File: config.mk
export PLATFORM = sky130hd
export DESIGN_NAME = pc_sequencer
export DESIGN_NICKNAME = d
export VERILOG_FILES = /design/src/rtl/pc_seq_pkg.sv /design/src/rtl/pc_ras.sv /design/src/rtl/pc_sequencer.sv
export SDC_FILE = /design/constraint.sdc
export NUM_CORES = 1
export LEC_CHECK = 0
export CAP_MARGIN = 10
export CORE_UTILIZATION = 25
export DETAILED_ROUTE_END_ITERATION = 10
export GPL_TIMING_DRIVEN = 0
export PLACE_DENSITY = 0.49
export REMOVE_ABC_BUFFERS = 1
export SYNTH_ARGS = -nofsm -noshare
export SYNTH_HDL_FRONTEND = slang
export SYNTH_HIERARCHICAL = 1
export SYNTH_SLANG_ARGS = --single-unit
File: constraint.sdc
create_clock -name CLK -period 3.94 [get_ports CLK]
set_input_delay 0.591 -clock CLK [delete_from_list [all_inputs] [get_ports CLK]]
set_output_delay 0.591 -clock CLK [all_outputs]
set_load 0.03 [all_outputs]
File: src/rtl/pc_seq_pkg.sv
// Shared constants and types for the LEGv8 program-counter sequencer.
// Branch-mode encodings, instruction size and the next-PC source select live here.
package pc_seq_pkg;

  localparam int ADDR_W_DEF  = 64;
  localparam int INSTR_BYTES = 4;

  localparam logic BR_CBZ  = 1'b0;
  localparam logic BR_CBNZ = 1'b1;

  typedef enum logic [1:0] {
    SEL_SEQ = 2'd0,
    SEL_REL = 2'd1,
    SEL_REG = 2'd2
  } pc_sel_e;

  // CBZ takes the branch on a zero result, CBNZ on a non-zero result.
  function automatic logic br_cond_met(input logic br_mode, input logic alu_zero);
    return (br_mode == BR_CBNZ) ? !alu_zero : alu_zero;
  endfunction

endpackage

File: src/rtl/pc_ras.sv
// Return-address stack: circular buffer with saturating occupancy count.
// A push into a full stack overwrites the oldest entry; a pop of an empty stack is ignored.
module pc_ras #(
  parameter int ADDR_W = 64,
  parameter int DEPTH  = 4
) (
  input  logic              clk,
  input  logic              rst,
  input  logic              push,
  input  logic              pop,
  input  logic [ADDR_W-1:0] push_data,
  output logic [ADDR_W-1:0] top,
  output logic              empty
);

  localparam int PTR_W = (DEPTH > 1) ? $clog2(DEPTH) : 1;
  localparam int CNT_W = $clog2(DEPTH + 1);

  logic [ADDR_W-1:0] mem_q [DEPTH];
  logic [ADDR_W-1:0] mem_d [DEPTH];
  logic [PTR_W-1:0]  wr_ptr_q, wr_ptr_d;
  logic [PTR_W-1:0]  top_ptr;
  logic [CNT_W-1:0]  count_q, count_d;

  function automatic logic [PTR_W-1:0] ptr_inc(input logic [PTR_W-1:0] p);
    return (p == PTR_W'(DEPTH - 1)) ? '0 : p + PTR_W'(1);
  endfunction

  function automatic logic [PTR_W-1:0] ptr_dec(input logic [PTR_W-1:0] p);
    return (p == '0) ? PTR_W'(DEPTH - 1) : p - PTR_W'(1);
  endfunction

  // wr_ptr always names the next free slot, so the top sits one behind it.
  assign top_ptr = ptr_dec(wr_ptr_q);
  assign top     = mem_q[top_ptr];
  assign empty   = (count_q == '0);

  always_comb begin
    mem_d    = mem_q;
    wr_ptr_d = wr_ptr_q;
    count_d  = count_q;
    if (push) begin
      mem_d[wr_ptr_q] = push_data;
      wr_ptr_d        = ptr_inc(wr_ptr_q);
      if (count_q != CNT_W'(DEPTH)) begin
        count_d = count_q + CNT_W'(1);
      end
    end else if (pop && !empty) begin
      wr_ptr_d = top_ptr;
      count_d  = count_q - CNT_W'(1);
    end
  end

  always_ff @(posedge clk) begin
    if (rst) begin
      wr_ptr_q <= '0;
      count_q  <= '0;
    end else begin
      wr_ptr_q <= wr_ptr_d;
      count_q  <= count_d;
    end
  end

  always_ff @(posedge clk) begin
    mem_q <= mem_d;
  end

endmodule

File: src/rtl/pc_sequencer.sv
// Registered PC unit: sequential, conditional, unconditional and register branches with stall.
// Define PC_RAS_EN to add a return-address stack used by BL (push) and RET (pop).
module pc_sequencer
  import pc_seq_pkg::*;
#(
  parameter int          ADDR_W    = ADDR_W_DEF,
  parameter logic [63:0] RESET_VEC = 64'h0,
  parameter int          RAS_DEPTH = 4
) (
  input  logic              CLK,
  input  logic              Reset,
  input  logic              Stall,
  input  logic              Branch,
  input  logic              BrMode,
  input  logic              ALUZero,
  input  logic              Uncondbranch,
  input  logic              Link,
  input  logic              RegBranch,
  input  logic              Ret,
  input  logic [ADDR_W-1:0] SignExtImm,
  input  logic [ADDR_W-1:0] RegTarget,
  output logic [ADDR_W-1:0] FetchPC,
  output logic [ADDR_W-1:0] LinkAddr,
  output logic              Taken,
  output logic              Misalign
);

  logic [ADDR_W-1:0] pc_q, pc_d;
  logic              taken_q, taken_d;
  logic              misalign_q, misalign_d;

  pc_sel_e           sel;
  logic [ADDR_W-1:0] seq_pc;
  logic [ADDR_W-1:0] rel_pc;
  logic [ADDR_W-1:0] reg_pc;
  logic [ADDR_W-1:0] next_pc;

  assign seq_pc   = pc_q + ADDR_W'(INSTR_BYTES);
  assign rel_pc   = pc_q + (SignExtImm << 2);
  assign LinkAddr = seq_pc;

  always_comb begin
    sel = SEL_SEQ;
    if (RegBranch) begin
      sel = SEL_REG;
    end else if (Uncondbranch) begin
      sel = SEL_REL;
    end else if (Branch && br_cond_met(BrMode, ALUZero)) begin
      sel = SEL_REL;
    end
  end

`ifdef PC_RAS_EN
  logic              ras_push;
  logic              ras_pop;
  logic [ADDR_W-1:0] ras_top;
  logic              ras_empty;

  // RegBranch outranks Uncondbranch, so a push and a pop can never coincide.
  assign ras_push = !Stall && !RegBranch && Uncondbranch && Link;
  assign ras_pop  = !Stall && RegBranch && Ret;
  assign reg_pc   = (Ret && !ras_empty) ? ras_top : RegTarget;

  pc_ras #(
    .ADDR_W (ADDR_W),
    .DEPTH  (RAS_DEPTH)
  ) u_ras (
    .clk       (CLK),
    .rst       (Reset),
    .push      (ras_push),
    .pop       (ras_pop),
    .push_data (seq_pc),
    .top       (ras_top),
    .empty     (ras_empty)
  );
`else
  localparam int UNUSED_RAS_DEPTH = RAS_DEPTH;
  logic unused_ras_inputs;

  assign unused_ras_inputs = Ret ^ Link;
  assign reg_pc            = RegTarget;
`endif

  always_comb begin
    unique case (sel)
      SEL_REL: next_pc = rel_pc;
      SEL_REG: next_pc = reg_pc;
      default: next_pc = seq_pc;
    endcase
  end

  always_comb begin
    pc_d       = pc_q;
    taken_d    = taken_q;
    misalign_d = misalign_q;
    if (!Stall) begin
      pc_d       = next_pc;
      taken_d    = (sel != SEL_SEQ);
      // A misaligned target is still loaded as-is; the trap is raised upstream.
      misalign_d = (next_pc[1:0] != 2'b00);
    end
  end

  always_ff @(posedge CLK) begin
    if (Reset) begin
      pc_q       <= ADDR_W'(RESET_VEC);
      taken_q    <= 1'b0;
      misalign_q <= 1'b0;
    end else begin
      pc_q       <= pc_d;
      taken_q    <= taken_d;
      misalign_q <= misalign_d;
    end
  end

  assign FetchPC  = pc_q;
  assign Taken    = taken_q;
  assign Misalign = misalign_q;

endmodule
==> results.yml, run 1 <==
drt:
  detail_route.wl_per_cell_um: 20.2
  antenna_left: 0
  dr.pass1.iters: 5
  vias: 10400
  drc: 0
  routed_via_density: 5.36
  drt_wl_total_um: 39000
  drtIter0Drc: 686
placed_design:
  place_congestion: 0.872
  post-dp-hpwl_um: 29700
  port-buffer-count: 263
floorplan:
  dieWidth_um: 189
  dieArea_mm2: 0.0355
  die_h_um: 189
  pin_count: 268
  fp-row-count: 67
  fp.coreArea_mm2: 0.0339
  start_util_pct: 25.7
critical_path:
  crit_path_end_kind: "output pin"
  critPathLaunchType: "flop"
  arrival_ns: 3.26
  r2r_cells: 10
  reg2reg_from: "FetchPC[4]"
  cp.required_ns: 3.35
  cp_max_fo: 6
  reg2reg_slack_ns: 0.41
  r2r_end: "FetchPC[59]"
  criticalPathCategory: "flop to output pin"
cells_and_area:
  num-fill-cells: 3683
  drive_gt1_share_pct: 7.78
  fin_nets: 1675
  synthToLayoutAreaGrowth_pct: 41.3
worst_hold_path:
  hold_end: "Taken"
  hp-start: "Taken"
  min_path_type: "flop to flop"
  worstHoldPathCells: 2
pwr:
  p_leak_uw: 0.00508
  p_per_area_mw_per_mm2: 274
  ir_worst_vdd_mv: 0.264
  fin_total_pwr_uw: 3370
timing:
  hold_viol_final: 0
  clock.fmax_mhz: 260
  fin_crit_ns: 3.85
  drv_slew: 0
  setup_tns_ns: 0
  fin_crit_sh_pct: 97.7
  finClkSkew_ns: 0.00936
  rsz0062_at_grt: "no"
  worstMarginPinSlew_ns: 1.02
  max_slew_margin_pct: 32.2
  hold_ws_ns: 0.498
  setup_viol: 0
status:
  status: "finished, final reports clean"
clocking:
  cts_sinks: 66
  cts_hold_repair.buffers: 0
  clk_pin_slew_ns: 0.06
  htreeDepth: 3
  clock-root-buffer: "clkbuf_16"
  insertion_delay_ns: 0.35
  clock_tree.buffer_depth: 2
  cts_tree: "done"
  cts_inserted_buffers: 9
synth:
  yosysSeqAreaShare_pct: 15.2
  synth_edf_count: 0
  yosys_warnings: 6
  syn-cell-area_mm2: 0.00870
  syn_inst: 1253
  postSynth.asyncResetShare_pct: 0
  syn_area_per_cell_um2: 6.94
  synth_cell_types: 75
  synth-seq-cells: 66
  synth_flop_cell: "dfxtp_1"
global_route:
  grt_pass1_wl_um: 59400
  track_usage_pct: 21.4
  grt_antenna_before_repair: 6
  grt_max_degree: 70
  overflow: 0
  first_global_vias: 10100
job:
  maxCapViolations: 0
-- cell type report --
class                           count  area, um^2  share of cell area [%]
Clock buffer                       11         233                    1.89
Sequential cell                    66        1330                    10.8
Multi-Input combinational cell   1071        7100                    57.7
Tap cell                          448         561                    4.56
Timing Repair Buffer              288        2850                    23.1
Clock inverter                      5        78.8                   0.641
Antenna cell                        4        10.0                  0.0814
Inverter                           38         143                    1.16
-- registers in the layout (all words and copies together), names as in the netlist --
name      cells
Taken         1
FetchPC      64
Misalign      1
-- what timing repair did --
item,in CTS,in global routing
setup endpoints to repair,59,34
setup buffers,17,2
pin swaps,8,4
endpoints found under the hold margin,0,0
gates resized for setup,77,42
-- kinds of logic (layout without fill, tap and decap cells) --
group,Yosys count,in the layout,share of synthesized area (%)
muxes,6,6,0.719
adders and majority gates,63,63,9.15
and+or+nand+nor,452,452,26.1
AOI/OAI and AO/OA,450,450,33.4
DFF,66,66,15.2
xor gates and xnor gates,100,100,10.2
buffers and inverters,116,342,5.25
other,0,4,0
-- layer usage --
layer	track usage (%)	wire (um)	vias to the layer above
met2	35.8	18300	346
met1	26.8	17000	4837
met5	0	31	-
met4	4.99	559	4
met3	6.28	3150	33
li1	-	-	5134
-- worst max-delay path, cell delays in order (launching register included) --
cell and delay [ns]:
dfxtp_2 0.40, ha_4 0.18, nand4_1 0.19, or4_4 0.66
nor4_4 0.33, nor3b_4 0.32, and3_4 0.29, and2b_4 0.17
xor2_1 0.14, buf_2 0.21
-- cell usage after synthesis (all sizes together) (4+ instances only) --
| cell type | count | area (um^2) |
|---|---|---|
| a2111oi | 6 | 52.6 |
| a211oi | 14 | 105 |
| a21boi | 4 | 30.0 |
| a21o | 31 | 233 |
| a21oi | 137 | 686 |
| a221o | 9 | 90.1 |
| a221oi | 13 | 114 |
| a22oi | 29 | 218 |
| a311o | 4 | 40.0 |
| a31oi | 15 | 93.8 |
| and2 | 10 | 62.6 |
| and3 | 27 | 169 |
| and4 | 9 | 78.8 |
| buf | 19 | 92.6 |
| clkbuf | 59 | 221 |
| dfxtp | 66 | 1320 |
| ha | 62 | 776 |
| inv | 37 | 139 |
| mux2i | 4 | 40.0 |
| nand2 | 100 | 375 |
| nand2b | 6 | 37.5 |
| nand3 | 33 | 183 |
| nand3b | 4 | 30.0 |
| nand4 | 26 | 163 |
| nor2 | 132 | 495 |
| nor2b | 14 | 87.6 |
| nor3 | 49 | 250 |
| nor4 | 13 | 126 |
| o211ai | 9 | 67.6 |
| o21a | 17 | 128 |
| o21ai | 81 | 405 |
| o21bai | 12 | 90.1 |
| o22ai | 23 | 144 |
| o31ai | 7 | 52.6 |
| o32ai | 4 | 35.0 |
| or2 | 12 | 75.1 |
| or3 | 7 | 43.8 |
| xnor2 | 55 | 489 |
| xor2 | 45 | 394 |
-- report_power, final --
| group | switching, uW | internal, uW | leakage, uW |
|---|---|---|---|
| sequential | 120 | 724 | 0.000546 |
| clock | 358 | 555 | 0.000154 |
| combinational | 938 | 674 | 0.00438 |
| total | 1420 | 1950 | 0.00508 |
-- per-stage QoR --
step	instance area, um^2	setup slack (ns)	std cells	utilization [%]
global placement	11600	-6.96	1886	34.2
global route	12300	0.00629	1927	36.3
floorplan	8390	-0.148	1175	-
CTS	12200	-0.0358	1925	36.1
detailed placement	11700	-1.18	1892	34.5
finish	12300	0.0912	1931	36.3
-- worst max path at each step --
stage | slack [ns] | start | endpoint | cells past startpoint
5_1_grt | 0.006 | SignExtImm[8] | FetchPC[61] | 11
3_3_place_gp | -6.96 | Stall | FetchPC[53] | 4
6_report | 0.09 | FetchPC[3] | LinkAddr[48] | 9
2_1_floorplan | -0.15 | FetchPC[2] | LinkAddr[48] | 8
3_5_place_dp | -1.18 | SignExtImm[0] | FetchPC[62] | 13
4_1_cts | -0.04 | FetchPC[2] | LinkAddr[46] | 9
-- cells in the final DEF (no fill, tap or decap), types with 5 or more instances in the layout --
cell type        count
or3_1                5
nor2_1             130
a221o_1              9
clkbuf_16            9
nand4_1             26
o21bai_1            12
a21o_1              31
a31oi_1             15
dfxtp_2              5
or2_2               12
xnor2_1             54
a221oi_1            13
dlymetal6s2s_1       9
o21ai_0             80
and4_1               9
ha_1                61
o22ai_1             23
clkdlybuf4s50_1    223
o31ai_1              6
a211oi_1            12
nand2b_1             6
xor2_1              45
and3_1              25
o21a_1              17
nand2_1             99
buf_4               21
nor2b_1             13
dfxtp_1             60
inv_1               37
and2_1               9
a22oi_1             29
nand3_1             30
a21oi_1            136
nor4_1               8
o211ai_1             9
dlygate4sd2_1       15
clkbuf_2             5
nor3_1              44
Note: power is estimated with default switching activity, not from simulation.
==> inputs of run 2 (changes only) <==
--- a/config.mk
+++ b/config.mk
@@ -15,3 +15,4 @@
 export SYNTH_HDL_FRONTEND = slang
 export SYNTH_HIERARCHICAL = 1
 export SYNTH_SLANG_ARGS = --single-unit
+export TNS_END_PERCENT = 50
==> constraint.sdc (replaced) <==
create_clock -name CLK -period 4.3 [get_ports CLK]
set_input_delay 0.645 -clock CLK [delete_from_list [all_inputs] [get_ports CLK]]
set_output_delay 0.645 -clock CLK [all_outputs]
set_load 0.03 [all_outputs]
==> results.yml, run 2 (same netlist as run 1, synthesis figures left out) <==
status:
  status: "finished, final reports clean"
pwr:
  ir_worst_vdd_mv: 0.242
  seqPwrFrac_pct: 25.0
  p_sw_share_pct: 41.9
  intPower_uw: 1800
  p_sw_uw: 1290
  power_frac_comb_pct: 47.9
  p_per_area_mw_per_mm2: 254
  p_leak_uw: 0.00493
  power_frac_clock_pct: 27.1
cells_and_area:
  final_core_util_pct: 36.0
  fin_nets: 1670
  final_common_cell: "clkdlybuf4s50_1"
  ff_latch_area_mm2: 0.00133
  final_cell_mix: "clkdlybuf4s50_1, a21oi_1, nor2_1"
  synthToLayoutAreaGrowth_pct: 40.0
  largest_reg_flops: 64
  num-fill-cells: 3694
  instances_no_fill: 1926
  drive_gt1_share_pct: 5.90
  multi_input_area_mm2: 0.00701
floorplan:
  fp.coreArea_mm2: 0.0339
  die_h_um: 189
  pin_count: 268
  dieArea_mm2: 0.0355
  fp-row-count: 67
  dieWidth_um: 189
  start_util_pct: 25.7
timing:
  timing.final.ws_setup_ns: 0.111
  clock.fmax_mhz: 239
  rsz0062_at_grt: "yes"
  hold_ws_ns: 0.498
  max_slew_margin_pct: 31.1
  fin_crit_sh_pct: 97.4
  finClkSkew_ns: 0.00964
  drv_slew: 0
  setup_viol: 0
  worstMarginPinSlew_ns: 1.03
  hold_viol_final: 0
  fin_crit_ns: 4.19
clocking:
  htreeDepth: 3
  cts_tree: "done"
  clock-root-buffer: "clkbuf_16"
  insertion_delay_ns: 0.35
  cts_hold_repair.buffers: 0
  cts_inserted_buffers: 9
  cts_sinks: 66
  clk_pin_slew_ns: 0.06
  clock_tree.buffer_depth: 2
drt:
  detail_route.wl_per_cell_um: 20.2
  drt_wl_total_um: 38900
  vias: 10400
  drc: 0
  routed_via_density: 5.38
  dr.pass1.iters: 6
  drtIter0Drc: 607
  antenna_left: 0
global_route:
  grt_pass1_wl_um: 59200
  overflow: 0
  first_global_vias: 10100
  grt_max_degree: 70
  track_usage_pct: 21.3
  grt_antenna_before_repair: 6
placed_design:
  port-buffer-count: 263
  place_congestion: 0.872
  dp_slack_ns: -0.871
  place_inst: 1892
  post-dp-hpwl_um: 29700
critical_path:
  cp_slowest_cell: "or4_4"
  arrival_ns: 3.54
  cp.required_ns: 3.65
  criticalPathCategory: "flop to output pin"
  crit_path_end_kind: "output pin"
  critPathLaunchType: "flop"
  cp_max_fo: 8
  critPathMaxStageDelay_ns: 0.67
  critPathTopFamily: "simple AND/OR/NAND/NOR gates"
  crit_buf_inv: 2
  crit_chain: "ha_2 -> nand4_1 -> or4_4 -> nor4_4 -> nor3b_4 -> buf_4 -> nand3_1 -> xnor2_1 -> clkdlybuf4s15_1"
worst_hold_path:
  min_path_type: "flop to flop"
job:
  maxCapViolations: 0
==> run 2: repair_timing <==
action / in CTS / in global routing
buffers inserted: 12 / 2
pin swaps: 6 / 2
endpoints found under the setup margin: 44 / 26
gates resized for setup: 31 / 22
==> run 2: layout make-up <==
cell class,count,area share (%)
Antenna cell,4,0.0822
Clock buffer,11,1.91
Clock inverter,5,0.647
Inverter,38,1.17
Multi-Input combinational cell,1071,57.5
Sequential cell,66,10.9
Tap cell,448,4.60
Timing Repair Buffer,283,23.2
==> run 2: power groups by stage <==
stage	Clock [uW]	Combinational [uW]	Sequential, uW
after floorplan	0	793	852
after global placement	0	1480	784
after detailed placement	0	1480	784
after CTS	858	1480	771
after global routing	888	1600	784
final	836	1480	772
==> run 2: worst reg2reg max path, cell delays in order (launching register included) <==
cell and delay (ns):
dfxtp_1 0.51, ha_1 0.34, o21ai_0 0.24, o21bai_1 0.12, a2111oi_1 0.73, o211ai_1 0.17, a21oi_1 0.43, o21ai_0 0.43
a21oi_1 0.42, nor4_1 0.08, a221o_1 0.28
==> run 2: final timing paths <==
path                   start            to  slack (ns)  cells past startpoint
hold reg to reg        Taken         Taken        0.50                      2
setup / recovery  FetchPC[2]  LinkAddr[40]        0.11                      9
hold / removal         Taken         Taken        0.50                      2
setup reg to reg  FetchPC[4]   FetchPC[59]        0.43                     10
==> run 2: stage by stage <==
stage / setup TNS, ns / power (uW) / instance area [um^2]
after floorplan: 0 / 1650 / 8390
after global placement: -283.96 / 2260 / 11600
after detailed placement: -10.26 / 2260 / 11700
after CTS: 0 / 3110 / 12100
after global routing: -0.0439 / 3280 / 12200
final: 0 / 3090 / 12200
==> run 2: metal layers <==
layer	track usage, %	up-vias	routed length (um)
met1	26.7	4839	16900
li1	-	5119	-
met2	35.6	355	18200
met4	4.87	4	614
met5	0	-	31
met3	6.56	38	3130
==> inputs of run 3 (changes only) <==
--- a/config.mk
+++ b/config.mk
@@ -11,6 +11,7 @@
 export GPL_TIMING_DRIVEN = 0
 export PLACE_DENSITY = 0.49
 export REMOVE_ABC_BUFFERS = 1
+export SKIP_CTS_REPAIR_TIMING = 1
 export SYNTH_ARGS = -nofsm -noshare
 export SYNTH_HDL_FRONTEND = slang
 export SYNTH_HIERARCHICAL = 1
==> results.yml, run 3 (same netlist as run 1, synthesis figures left out) <==
status:
  status: "finished, final reports clean"
global_route:
  track_usage_pct: 21.1
  grt_pass1_wl_um: 58800
  grt_max_degree: 70
  overflow: 0
  first_global_vias: 10000
  grt_antenna_before_repair: 7
placed_design:
  post-dp-hpwl_um: 29700
  place_congestion: 0.872
  dp_slack_ns: -0.871
  port-buffer-count: 263
cells_and_area:
  ff_latch_area_mm2: 0.00133
  largest_reg_flops: 64
  num-fill-cells: 3679
  fin_nets: 1673
  synthToLayoutAreaGrowth_pct: 40.7
  final_common_cell: "clkdlybuf4s50_1"
  final_cell_mix: "clkdlybuf4s50_1, a21oi_1, nor2_1"
  drive_gt1_share_pct: 5.96
  multi_input_area_mm2: 0.00700
timing:
  hold_ws_ns: 0.498
  drv_slew: 0
  setup_viol: 0
  fin_crit_ns: 4.21
  worstMarginPinSlew_ns: 1.05
  clock.fmax_mhz: 238
  finClkSkew_ns: 0.0100
  timing.final.ws_setup_ns: 0.0914
  hold_viol_final: 0
  setup_tns_ns: 0
  max_slew_margin_pct: 29.0
  fin_crit_sh_pct: 97.9
critical_path:
  path_depth: 6
  critPathMaxStageDelay_ns: 0.92
  cp_slowest_cell: "nor4b_1"
  cp.required_ns: 3.65
  critPathTopFamily: "simple AND/OR/NAND/NOR gates"
  criticalPathCategory: "flop to output pin"
  crit_chain: "nand4_1 -> or2_2 -> nor4b_1 -> nand3_1 -> xnor2_1 -> clkdlybuf4s50_1"
  arrival_ns: 3.56
  crit_path_end_kind: "output pin"
  reg2reg_slack_ns: 0.56
  r2r_end: "FetchPC[59]"
  crit_buf_inv: 1
  reg2reg_from: "FetchPC[4]"
  r2r_cells: 10
  critPathLaunchType: "flop"
  cp_max_fo: 9
drt:
  vias: 10400
  detail_route.wl_per_cell_um: 20.1
  drtIter0Drc: 669
  dr.pass1.iters: 5
  drt_wl_total_um: 38700
  drc: 0
  routed_via_density: 5.37
  antenna_left: 0
clocking:
  insertion_delay_ns: 0.35
  clock-root-buffer: "clkbuf_16"
  clk_pin_slew_ns: 0.06
  cts_sinks: 66
  cts_inserted_buffers: 9
  htreeDepth: 3
  clock_tree.buffer_depth: 2
  cts_tree: "done"
worst_hold_path:
  worstHoldPathCells: 2
  hp-start: "Taken"
  min_path_type: "flop to flop"
  hold_end: "Taken"
floorplan:
  pin_count: 268
  die_h_um: 189
  fp-row-count: 67
  dieArea_mm2: 0.0355
  dieWidth_um: 189
  fp.coreArea_mm2: 0.0339
  start_util_pct: 25.7
job:
  maxCapViolations: 0
pwr:
  intPower_uw: 1800
  ir_worst_vdd_mv: 0.244
  p_leak_uw: 0.00503
  p_sw_share_pct: 41.8
  fin_total_pwr_uw: 3090
  power_frac_clock_pct: 27.1
  power_frac_comb_pct: 47.9
  p_per_area_mw_per_mm2: 253
  seqPwrFrac_pct: 25.0
  p_sw_uw: 1290
## run 3: cell types whose count changed in the layout (fill, tap and decap cells not counted), sizes merged
cell	previous run	this run
clkdlybuf4s50	241	245
dlymetal6s2s	5	12
clkbuf	12	15
clkdlybuf4s15	3	0
dlygate4sd2	8	0
## run 3: how the worst max path moves through the flow
stage                         to          start  slack [ns]
finish              LinkAddr[25]    FetchPC[14]        0.09
detailed placement   FetchPC[62]  SignExtImm[0]       -0.87
global placement     FetchPC[53]          Stall       -6.65
CTS                 LinkAddr[46]     FetchPC[2]       -1.18
floorplan           LinkAddr[48]     FetchPC[2]        0.16
global route        LinkAddr[27]    FetchPC[19]       -0.03
## run 3: power groups by stage
stage          clock network (uW)  registers (uW)  logic [uW]
2_1_floorplan                   0             852         793
3_3_place_gp                    0             784        1480
3_5_place_dp                    0             784        1480
4_1_cts                       858             771        1490
5_1_grt                       889             784        1610
6_report                      837             772        1480
## run 3: per-layer routing
layer | routed length [um] | share of wire [%] | GRT usage, %
met3 | 3050 | 7.9 | 6.03
met1 | 16900 | 44 | 26.5
met5 | 31 | 0.080 | 0
met4 | 632 | 1.6 | 4.93
met2 | 18100 | 47 | 35.5
## run 3: layout make-up
| class | count | area share (%) |
|---|---|---|
| antenna | 4 | 0.0818 |
| clock buffer | 11 | 1.90 |
| clock inverter | 5 | 0.644 |
| inverter | 38 | 1.17 |
| multi-input combinational | 1071 | 57.2 |
| sequential | 66 | 10.8 |
| tap | 448 | 4.58 |
| timing repair buffer | 286 | 23.6 |
## run 3: tightest hold or removal path, delay by kind of cell, from the launching register on
kind | cells | cell delay, ns
simple gates | 1 | 0.07
flops | 1 | 0.33
compound gates | 1 | 0.07
## run 3: through the flow
| step | util [%] | cell area (um^2) | cells |
|---|---|---|---|
| detailed placement | 34.5 | 11700 | 1892 |
| finish | 36.1 | 12200 | 1929 |
| global placement | 34.2 | 11600 | 1886 |
| CTS | 35.4 | 12000 | 1908 |
| floorplan | - | 8390 | 1175 |
| global route | 36.1 | 12200 | 1925 |
